<file path="src/rtl/adv7513_pkg.sv">
// adv7513_pkg: shared constants and types for the ADV7513 video timing block.
//   - RGB_W / CNT_W  : pixel data width and h/v counter width
//   - P720_* / P480_*: 1280x720p60 and 640x480p60 timing sets
//   - state_t        : sequencer state encoding
//   - bar_color()    : 8-bar colour lookup used by the optional test pattern
package adv7513_pkg;

    localparam int RGB_W = 24;
    localparam int CNT_W = 12;

    // 1280x720p60, 74.25 MHz pixel clock, positive syncs
    localparam int P720_H_ACTIVE = 1280;
    localparam int P720_H_FP     = 110;
    localparam int P720_H_SYNC   = 40;
    localparam int P720_H_BP     = 220;
    localparam int P720_V_ACTIVE = 720;
    localparam int P720_V_FP     = 5;
    localparam int P720_V_SYNC   = 5;
    localparam int P720_V_BP     = 20;

    // 640x480p60, 25.175 MHz pixel clock, negative syncs
    localparam int P480_H_ACTIVE = 640;
    localparam int P480_H_FP     = 16;
    localparam int P480_H_SYNC   = 96;
    localparam int P480_H_BP     = 48;
    localparam int P480_V_ACTIVE = 480;
    localparam int P480_V_FP     = 10;
    localparam int P480_V_SYNC   = 2;
    localparam int P480_V_BP     = 33;

    typedef enum logic [1:0] {
        s_idle  = 2'd0,
        s_run   = 2'd1,
        s_drain = 2'd2
    } state_t;

    // white, yellow, cyan, green, magenta, red, blue, black
    function automatic logic [RGB_W-1:0] bar_color(input logic [2:0] bar);
        logic [RGB_W-1:0] c;
        case (bar)
            3'd0:    c = 24'hFFFFFF;
            3'd1:    c = 24'hFFFF00;
            3'd2:    c = 24'h00FFFF;
            3'd3:    c = 24'h00FF00;
            3'd4:    c = 24'hFF00FF;
            3'd5:    c = 24'hFF0000;
            3'd6:    c = 24'h0000FF;
            default: c = 24'h000000;
        endcase
        return c;
    endfunction

endpackage

</file>
<file path="src/rtl/adv7513_sync_delay.sv">
// adv7513_sync_delay: fixed-depth shift register with asynchronous clear.
// Used to delay the raw sync/enable bits (and, with the test pattern
// enabled, the pixel column) by the frame source's read latency.
//   clk   in          clock
//   reset in          asynchronous active-high clear of every stage
//   din   in  WIDTH   value entering the pipeline
//   dout  out WIDTH   din delayed by DEPTH clocks (DEPTH >= 1)
module adv7513_sync_delay #(
    parameter int DEPTH = 2,
    parameter int WIDTH = 3
) (
    input  logic             clk,
    input  logic             reset,
    input  logic [WIDTH-1:0] din,
    output logic [WIDTH-1:0] dout
);

    logic [WIDTH-1:0] stage [DEPTH];

    always_ff @(posedge clk or posedge reset) begin
        if (reset) begin
            for (int i = 0; i < DEPTH; i++) stage[i] <= '0;
        end else begin
            stage[0] <= din;
            for (int i = 1; i < DEPTH; i++) stage[i] <= stage[i-1];
        end
    end

    assign dout = stage[DEPTH-1];

endmodule

</file>
<file path="src/rtl/adv7513_video_timing.sv">
// adv7513_video_timing: parallel video timing generator for the ADV7513.
// Starts once the init stage raises enable, requests pixels by (x,y) from
// the frame source, absorbs PIXEL_LATENCY clocks of read latency and emits
// HS/VS/DE aligned to the returned RGB data.
//
// Optional build macro ADV7513_TEST_PATTERN_EN adds input test_mode, which
// replaces rgb_in with an internal 8-bar colour pattern.
//
// Ports:
//   clk          in   pixel clock
//   reset        in   asynchronous active-high reset
//   enable       in   level enable from the init stage
//   rgb_in       in   {R,G,B}, valid PIXEL_LATENCY clocks after pix_req
//   test_mode    in   (macro only) select colour bars
//   pix_req      out  pixel request, high in the active region
//   pix_x/pix_y  out  requested column/row, 0 when not requesting
//   frame_start  out  pulse with the first request of each frame
//   hdmi_d       out  RGB to the transmitter, 0 outside DE
//   hdmi_hs/vs   out  syncs, polarity set by HS_POL/VS_POL
//   hdmi_de      out  data enable
//   running      out  high while in s_run
//
// state   | meaning
// s_idle  | counters held at 0, nothing requested
// s_run   | counters free-run, frames generated continuously
// s_drain | finish the current frame, then flush PIXEL_LATENCY clocks
module adv7513_video_timing
    import adv7513_pkg::*;
#(
    parameter int   H_ACTIVE      = P720_H_ACTIVE,
    parameter int   H_FP          = P720_H_FP,
    parameter int   H_SYNC        = P720_H_SYNC,
    parameter int   H_BP          = P720_H_BP,
    parameter int   V_ACTIVE      = P720_V_ACTIVE,
    parameter int   V_FP          = P720_V_FP,
    parameter int   V_SYNC        = P720_V_SYNC,
    parameter int   V_BP          = P720_V_BP,
    parameter logic HS_POL        = 1'b1,
    parameter logic VS_POL        = 1'b1,
    parameter int   PIXEL_LATENCY = 2
) (
    input  logic             clk,
    input  logic             reset,
    input  logic             enable,
    input  logic [RGB_W-1:0] rgb_in,
`ifdef ADV7513_TEST_PATTERN_EN
    input  logic             test_mode,
`endif
    output logic             pix_req,
    output logic [CNT_W-1:0] pix_x,
    output logic [CNT_W-1:0] pix_y,
    output logic             frame_start,
    output logic [RGB_W-1:0] hdmi_d,
    output logic             hdmi_hs,
    output logic             hdmi_vs,
    output logic             hdmi_de,
    output logic             running
);

    localparam int H_TOTAL = H_ACTIVE + H_FP + H_SYNC + H_BP;
    localparam int V_TOTAL = V_ACTIVE + V_FP + V_SYNC + V_BP;

    localparam logic [CNT_W-1:0] H_LAST   = CNT_W'(H_TOTAL - 1);
    localparam logic [CNT_W-1:0] V_LAST   = CNT_W'(V_TOTAL - 1);
    localparam logic [CNT_W-1:0] H_ACT    = CNT_W'(H_ACTIVE);
    localparam logic [CNT_W-1:0] V_ACT    = CNT_W'(V_ACTIVE);
    localparam logic [CNT_W-1:0] HS_START = CNT_W'(H_ACTIVE + H_FP);
    localparam logic [CNT_W-1:0] HS_END   = CNT_W'(H_ACTIVE + H_FP + H_SYNC);
    localparam logic [CNT_W-1:0] VS_START = CNT_W'(V_ACTIVE + V_FP);
    localparam logic [CNT_W-1:0] VS_END   = CNT_W'(V_ACTIVE + V_FP + V_SYNC);
    localparam logic [3:0]       FLUSH_INIT = 4'(PIXEL_LATENCY - 1);

    state_t           state, state_nx;
    logic [CNT_W-1:0] h_cnt, v_cnt, h_nx, v_nx, h_adv, v_adv;
    logic             flushing, flush_nx;
    logic [3:0]       flush_cnt, flush_cnt_nx;
    logic             line_end, frame_end;
    logic             active, req_c, hs_c, vs_c;
    logic             raw_hs, raw_vs;
    logic             dly_hs, dly_vs, dly_de;
    logic [RGB_W-1:0] pix_data;

    assign line_end  = (h_cnt == H_LAST);
    assign frame_end = line_end && (v_cnt == V_LAST);
    assign h_adv     = line_end ? '0 : h_cnt + 1'b1;
    assign v_adv     = !line_end ? v_cnt : ((v_cnt == V_LAST) ? '0 : v_cnt + 1'b1);

    always_ff @(posedge clk or posedge reset) begin
        if (reset) begin
            state     <= s_idle;
            h_cnt     <= '0;
            v_cnt     <= '0;
            flushing  <= 1'b0;
            flush_cnt <= '0;
        end else begin
            state     <= state_nx;
            h_cnt     <= h_nx;
            v_cnt     <= v_nx;
            flushing  <= flush_nx;
            flush_cnt <= flush_cnt_nx;
        end
    end

    // The flush is a sub-phase of s_drain: counters sit at 0 after the
    // frame wrap while the pipeline empties.
    always_comb begin
        state_nx     = state;
        h_nx         = h_cnt;
        v_nx         = v_cnt;
        flush_nx     = flushing;
        flush_cnt_nx = flush_cnt;
        case (state)
            s_idle: begin
                h_nx         = '0;
                v_nx         = '0;
                flush_nx     = 1'b0;
                flush_cnt_nx = '0;
                if (enable) state_nx = s_run;
            end
            s_run: begin
                h_nx = h_adv;
                v_nx = v_adv;
                if (!enable) begin
                    state_nx = s_drain;
                    // enable dropped on the very last clock of a frame
                    if (frame_end) begin
                        flush_nx     = 1'b1;
                        flush_cnt_nx = FLUSH_INIT;
                    end
                end
            end
            s_drain: begin
                if (flushing) begin
                    if (flush_cnt == '0) begin
                        state_nx = s_idle;
                        flush_nx = 1'b0;
                    end else begin
                        flush_cnt_nx = flush_cnt - 1'b1;
                    end
                end else begin
                    h_nx = h_adv;
                    v_nx = v_adv;
                    if (frame_end) begin
                        flush_nx     = 1'b1;
                        flush_cnt_nx = FLUSH_INIT;
                    end
                end
            end
            default: state_nx = s_idle;
        endcase
    end

    assign running = (state == s_run);

    assign active = (state != s_idle) && !flushing;
    assign req_c  = active && (h_cnt < H_ACT) && (v_cnt < V_ACT);
    assign hs_c   = active && (h_cnt >= HS_START) && (h_cnt < HS_END);
    assign vs_c   = active && (v_cnt >= VS_START) && (v_cnt < VS_END);

    always_ff @(posedge clk or posedge reset) begin
        if (reset) begin
            pix_req     <= 1'b0;
            pix_x       <= '0;
            pix_y       <= '0;
            frame_start <= 1'b0;
            raw_hs      <= 1'b0;
            raw_vs      <= 1'b0;
        end else begin
            pix_req     <= req_c;
            pix_x       <= req_c ? h_cnt : '0;
            pix_y       <= req_c ? v_cnt : '0;
            frame_start <= req_c && (h_cnt == '0) && (v_cnt == '0);
            raw_hs      <= hs_c;
            raw_vs      <= vs_c;
        end
    end

    // pix_req doubles as the raw DE; it leaves the delay line on the same
    // clock that rgb_in for that request is valid.
    adv7513_sync_delay #(
        .DEPTH (PIXEL_LATENCY),
        .WIDTH (3)
    ) u_sync_dly (
        .clk   (clk),
        .reset (reset),
        .din   ({raw_hs, raw_vs, pix_req}),
        .dout  ({dly_hs, dly_vs, dly_de})
    );

`ifdef ADV7513_TEST_PATTERN_EN
    logic [CNT_W-1:0] dly_x;
    logic [CNT_W+2:0] x_times8;
    logic [2:0]       bar_idx;

    adv7513_sync_delay #(
        .DEPTH (PIXEL_LATENCY),
        .WIDTH (CNT_W)
    ) u_x_dly (
        .clk   (clk),
        .reset (reset),
        .din   (pix_x),
        .dout  (dly_x)
    );

    assign x_times8 = {dly_x, 3'b000};
    assign bar_idx  = 3'(x_times8 / (CNT_W + 3)'(H_ACTIVE));
    assign pix_data = test_mode ? bar_color(bar_idx) : rgb_in;
`else
    assign pix_data = rgb_in;
`endif

    always_ff @(posedge clk or posedge reset) begin
        if (reset) begin
            hdmi_hs <= ~HS_POL;
            hdmi_vs <= ~VS_POL;
            hdmi_de <= 1'b0;
            hdmi_d  <= '0;
        end else begin
            hdmi_hs <= dly_hs ? HS_POL : ~HS_POL;
            hdmi_vs <= dly_vs ? VS_POL : ~VS_POL;
            hdmi_de <= dly_de;
            hdmi_d  <= dly_de ? pix_data : '0;
        end
    end

endmodule

</file>
<file path="config.mk">
export PLATFORM = sky130hd
export DESIGN_NAME = adv7513_video_timing
export DESIGN_NICKNAME = d
export VERILOG_FILES = /design/src/rtl/adv7513_pkg.sv /design/src/rtl/adv7513_sync_delay.sv /design/src/rtl/adv7513_video_timing.sv
export SDC_FILE = /design/constraint.sdc
export NUM_CORES = 1
export LEC_CHECK = 0
export CORE_UTILIZATION = 49
export CTS_CLUSTER_DIAMETER = 120
export CTS_CLUSTER_SIZE = 25
export DETAILED_ROUTE_END_ITERATION = 7
export HOLD_SLACK_MARGIN = 0.08
export PLACE_DENSITY = 0.76
export SETUP_SLACK_MARGIN = 0.5
export SKIP_CTS_REPAIR_TIMING = 1
export SLEW_MARGIN = 20
export SYNTH_ARGS = -nofsm -noshare
export SYNTH_HDL_FRONTEND = slang
export SYNTH_HIERARCHICAL = 1
export SYNTH_SLANG_ARGS = --single-unit
export TNS_END_PERCENT = 100
</file>
<file path="constraint.sdc">
create_clock -name clk -period 3.1 [get_ports clk]
set_input_delay 0.62 -clock clk [delete_from_list [all_inputs] [get_ports clk]]
set_output_delay 0.62 -clock clk [all_outputs]
set_load 0.05 [all_outputs]
</file>
==> flow_metrics.env, run 1 <==
export IMPL_status="finished, final reports clean"
export IMPL_r2r_start="h_cnt[1]"
export IMPL_setup_violations=0
export IMPL_fp_dieH_um=93.4
export IMPL_diodes=0
export IMPL_routed_via_density=5.51
export IMPL_grt_start_max_net_pins=62
export IMPL_whs_endpoint="u_sync_dly/stage[4]"
export IMPL_syn_area_um2=4090
export IMPL_coreArea_um2=7890
export IMPL_wl_per_cell_um=15.7
export IMPL_cp_arrival_ns=1.70
export IMPL_required_ns=2.48
export IMPL_routed_wl_mm=8.61
export IMPL_first_global_vias=2906
export IMPL_powerDensity_nw_per_um2=732
export IMPL_ant_nets=0
export IMPL_cts_buffers_inserted=9
export IMPL_die_area_um2=8710
export IMPL_max_slew_margin_pct=56.5
export IMPL_crit_path_end_kind="primary output"
export IMPL_syn_avg_cell_area_um2=11.1
export IMPL_worstMarginPinSlew_ns=0.653
export IMPL_synth_enable_flop_cells=0
export IMPL_rsz0062_at_grt="no"
export IMPL_path_class="register to primary output"
export IMPL_n_fill_cell=631
export IMPL_rows=32
export IMPL_dp_slack_ns=0.785
export IMPL_vias=3017
export IMPL_firstDrtPassIters=4
export IMPL_tns_ns=0
export IMPL_overflow=0
export IMPL_hold_viol_final=0
export IMPL_drv_cap=0
export IMPL_synth_cell_types=51
export IMPL_grt_pass1_wl_mm=14.1
export IMPL_hpwl_mm=5.97
export IMPL_drive_above_1_share_pct=6.73
export IMPL_worstHoldStart="raw_vs"
export IMPL_clkSinkCount=92
export IMPL_synthFlopType="dfrtp_1"
export IMPL_port_buffers=80
export IMPL_layout_setup_ws_ns=0.776
export IMPL_cts_root_buf="clkbuf_8"
export IMPL_cp_start_kind="register"
export IMPL_gp_congestion=0.869
export IMPL_whs_ns=0.353
export IMPL_yosysSeqAreaShare_pct=56.3
export IMPL_ys_ff_latch=92
export IMPL_cts_max_level=3
export IMPL_hold_path_depth=0
export IMPL_synth_warnings=6
export IMPL_grt_use_total_pct=21.2
export IMPL_drt_iter0_drc=172
export IMPL_fin_nets=480
export IMPL_ys_async_sr_fraction_pct=100
export IMPL_mostFrequentLayoutCells="dfrtp_1 (92), clkdlybuf4s50_1 (79), and2_1 (47)"
export IMPL_clock_latency_ns=0.36
export IMPL_hold_path_class="register to register"
export IMPL_drc=0
export IMPL_layout_commonest_cell="dfrtp_1"
export IMPL_fin_skew_ns=0.00916
export IMPL_maxSlewViolCount=0
export IMPL_die_x_um=93.4
export IMPL_cellLeakagePower_uw=0.00228
export IMPL_fin_crit_sh_pct=75.0
export IMPL_r2r_end="v_cnt[0]"
export IMPL_max_freq_mhz=430
export IMPL_grt_antenna_before_repair=0
export IMPL_cp_max_fo=9
export IMPL_start_util_pct=51.8
export IMPL_cts_max_path_buffers=2
export IMPL_cts_tree="yes"
export IMPL_ir_drop_uv=306
export IMPL_fin_crit_ns=2.32
export IMPL_io_pins=81
export IMPL_clk_pin_slew_ns=0.10
export IMPL_syn_inst=368
export IMPL_reg2reg_depth=6
export IMPL_rrSetupSlack_ns=0.82
export IMPL_area_delta_synth_final_pct=26.4
## metal layers
layer | routed length (um) | share of wire [%] | GRT usage [%] | vias to the layer above
met5 | 0 | 0 | 0 | -
met4 | 132 | 1.5 | 7.82 | 0
met3 | 458 | 5.3 | 4.55 | 15
met2 | 4190 | 49 | 34.5 | 109
met1 | 3840 | 45 | 28.2 | 1448
li1 | - | - | - | 1445
## sequential cells by signal, summed over array words and instances, names as in the netlist, 2 cells and up
signal,flops
flush_cnt,4
h_cnt,12
hdmi_d,24
state,2
u_sync_dly/stage,3
pix_x,12
v_cnt,12
u_sync_dly/dout,3
pix_y,12
## cells by family after synthesis
group / after synthesis / synth area share [%]
other: 1 / 0.0917
AND/OR/NAND/NOR: 150 / 21.7
multiplexers: 1 / 0.275
XOR/XNOR: 6 / 1.29
adder cells (fa/ha/maj): 12 / 3.67
AO/OA/AOI/OAI: 65 / 12.2
buffers and inverters: 41 / 4.47
flip-flops: 92 / 56.3
## synthesized netlist by cell type, drive strengths merged (3+ instances only)
master,n,area (um^2)
o21ai,9,45.0
a21oi,8,40.0
inv,17,63.8
nor3,10,61.3
ha,12,150
buf,7,55.1
a31oi,3,18.8
nor2b,8,50.1
xnor2,6,52.6
nand2b,3,18.8
nor4,9,56.3
nor2,19,71.3
nand2,16,60.1
or3,5,36.3
nand4,4,25.0
dfrtp,92,2300
o31ai,3,36.3
a22o,13,114
nand3,9,45.0
o211ai,12,90.1
and3,3,18.8
clkbuf,17,63.8
and4,6,52.6
and2,47,294
## metrics by stage
step	util (%)	instance area, um^2	instances	total power [uW]
floorplan	-	4100	370	2510
CTS	65.5	5170	548	3820
global route	65.5	5170	548	3990
global placement	62.9	4960	532	2940
finish	65.5	5170	548	3780
detailed placement	62.9	4960	532	2980
## worst max-delay path by stage
stage,from,to,cells after the start
floorplan,h_cnt[2],v_cnt[4],5
global placement,state[1],running,3
detailed placement,state[1],running,3
CTS,state[1],running,3
global route,state[1],running,3
finish,state[1],running,3
## power by group
| group | total (uW) | internal (uW) | leakage, uW | switching [uW] |
|---|---|---|---|---|
| sequential | 1450 | 1350 | 0.00124 | 101 |
| combinational | 1500 | 529 | 0.000948 | 972 |
| clock | 835 | 386 | 0.0000959 | 449 |
| total | 3780 | 2260 | 0.00228 | 1520 |
## final cells by class
type | count | area, um^2 | area share (%)
clock inverter | 7 | 83.8 | 1.62
clock buffer | 9 | 124 | 2.40
tap | 102 | 128 | 2.47
inverter | 17 | 67.6 | 1.31
sequential | 92 | 2300 | 44.5
timing repair buffer | 84 | 846 | 16.4
multi-input combinational | 237 | 1620 | 31.3
## critical path: stages, from the launching register on
cell            delay, ns
dfrtp_1              0.43
inv_1                0.12
ha_1                 0.33
dlymetal6s2s_1       0.47
(Power assumes the default switching activity.)
==> run 2, diff against run 1 <==
==> constraint.sdc (replaced) <==
create_clock -name clk -period 2.3 [get_ports clk]
set_input_delay 0.46 -clock clk [delete_from_list [all_inputs] [get_ports clk]]
set_output_delay 0.46 -clock clk [all_outputs]
set_load 0.05 [all_outputs]
==> run 2 against run 1 <==
Effect of this change:
- wire length rose by 16%
- first-iteration DRC count fell by 4.7%
- flip-flop and latch count did not move
- non-clock buffer count rose by 33
- clock-buffer cell count did not move
- utilization rose by 8.6 points
- die area did not move
- global-route usage rose by 0.78 points
- via count rose by 6.4%
- cell area rose by 13%
- combinational power rose by 81%
- critical path type is now register to register
- critical endpoint is now v_cnt[8]
- largest power group unchanged
- highest routed layer unchanged
==> flow_metrics.env, run 2 (synthesis results as in run 1) <==
export IMPL_hold_path_class="register to register"
export IMPL_hold_viol_final=0
export IMPL_mostFrequentLayoutCells="dfrtp_1 (87), dlymetal6s2s_1 (53), and2_1 (42)"
export IMPL_cp_start_kind="register"
export IMPL_rows=32
export IMPL_hold_path_depth=0
export IMPL_drv_cap=0
export IMPL_fp_dieH_um=93.4
export IMPL_r2r_end="v_cnt[8]"
export IMPL_reg2reg_depth=5
export IMPL_fin_nets=513
export IMPL_cts_buffers_inserted=9
export IMPL_cts_max_path_buffers=2
export IMPL_cts_max_level=3
export IMPL_drive_above_1_share_pct=22.5
export IMPL_gp_congestion=0.869
export IMPL_crit_path_end_kind="register"
export IMPL_required_ns=2.60
export IMPL_fin_crit_sh_pct=85.9
export IMPL_start_util_pct=51.8
export IMPL_fin_skew_ns=0.0126
export IMPL_routed_via_density=5.52
export IMPL_vias=3209
export IMPL_tns_ns=0
export IMPL_cts_root_buf="clkbuf_8"
export IMPL_area_delta_synth_final_pct=43.0
export IMPL_post_dp_cell_area_um2=5090
export IMPL_fin_crit_ns=1.98
export IMPL_grt_antenna_before_repair=0
export IMPL_path_class="register to register"
export IMPL_max_slew_margin_pct=60.2
export IMPL_status="finished, final reports clean"
export IMPL_hpwl_mm=6.18
export IMPL_layout_commonest_cell="dfrtp_1"
export IMPL_setup_violations=0
export IMPL_clkSinkCount=92
export IMPL_maxSlewViolCount=0
export IMPL_rrSetupSlack_ns=0.32
export IMPL_fin_util_pct=74.1
export IMPL_regMostFlops="hdmi_d"
export IMPL_worstMarginPinSlew_ns=0.596
export IMPL_cellLeakagePower_uw=0.00330
export IMPL_firstDrtPassIters=4
export IMPL_die_x_um=93.4
export IMPL_dp_cells=543
export IMPL_clock_latency_ns=0.37
export IMPL_cp_max_fo=6
export IMPL_wl_per_cell_um=17.3
export IMPL_whs_ns=0.354
export IMPL_grt_start_max_net_pins=33
export IMPL_worstHoldStart="u_sync_dly/dout[2]"
export IMPL_max_freq_mhz=506
export IMPL_diodes=0
export IMPL_grt_pass1_wl_mm=14.7
export IMPL_largest_register_ffs=24
export IMPL_coreArea_um2=7890
export IMPL_rsz0062_at_grt="yes"
export IMPL_stdcell_count=581
export IMPL_overflow=0
export IMPL_cp_arrival_ns=2.28
export IMPL_design_area_um2=5850
export IMPL_ir_drop_uv=431
export IMPL_r2r_start="h_cnt[2]"
export IMPL_first_global_vias=2897
export IMPL_clk_pin_slew_ns=0.09
export IMPL_routed_wl_mm=10.0
export IMPL_drc=0
export IMPL_grt_use_total_pct=22.0
export IMPL_port_buffers=80
export IMPL_cts_tree="yes"
export IMPL_powerDensity_nw_per_um2=969
export IMPL_ant_nets=0
export IMPL_io_pins=81
export IMPL_die_area_um2=8710
export IMPL_drt_iter0_drc=164
export IMPL_whs_endpoint="hdmi_hs"
run 2: report_power, final:
group          leakage (uW)  internal [uW]  switching (uW)  total [uW]
clock             0.0000886            407             610        1020
combinational       0.00198           1140            1580        2720
sequential          0.00123           1820             109        1930
total               0.00330           3370            2300        5660
run 2: per-stage QoR:
step	power, uW	worst slack, ns
after floorplan	3440	0.307
after global placement	4070	0.286
after detailed placement	4120	0.222
after CTS	5130	0.191
after global routing	5940	0.252
final	5660	0.323
run 2: cell type report:
cell class                      instances  area, um^2
Timing Repair Buffer                  117        1300
Fill cell                             498        2040
Clock inverter                          7        62.6
Inverter                               17        67.6
Multi-Input combinational cell        237        1860
Tap cell                              102         128
Sequential cell                        92        2310
Clock buffer                            9         124
run 2: worst max-delay path by stage:
stage | startpoint | slack (ns) | end
after global routing | h_cnt[1] | 0.25 | v_cnt[11]
after floorplan | h_cnt[3] | 0.31 | v_cnt[4]
after detailed placement | h_cnt[3] | 0.22 | v_cnt[0]
after CTS | h_cnt[3] | 0.19 | v_cnt[0]
after global placement | h_cnt[3] | 0.29 | v_cnt[0]
final | h_cnt[2] | 0.32 | v_cnt[8]
run 2: worst max-delay path, cell delays in order, from the launching register on:
cell and delay (ns):
dfrtp_2 0.45, or4_4 0.58, or3_4 0.39, nor3_4 0.19, buf_6 0.17, a22o_1 0.14
run 2: routing by layer:
layer,part of all wire [%],vias up,GRT usage (%)
li1,-,1504,-
met3,6.0,17,3.50
met4,2.1,0,7.95
met5,0,-,0
met2,49,136,35.2
met1,43,1552,30.5
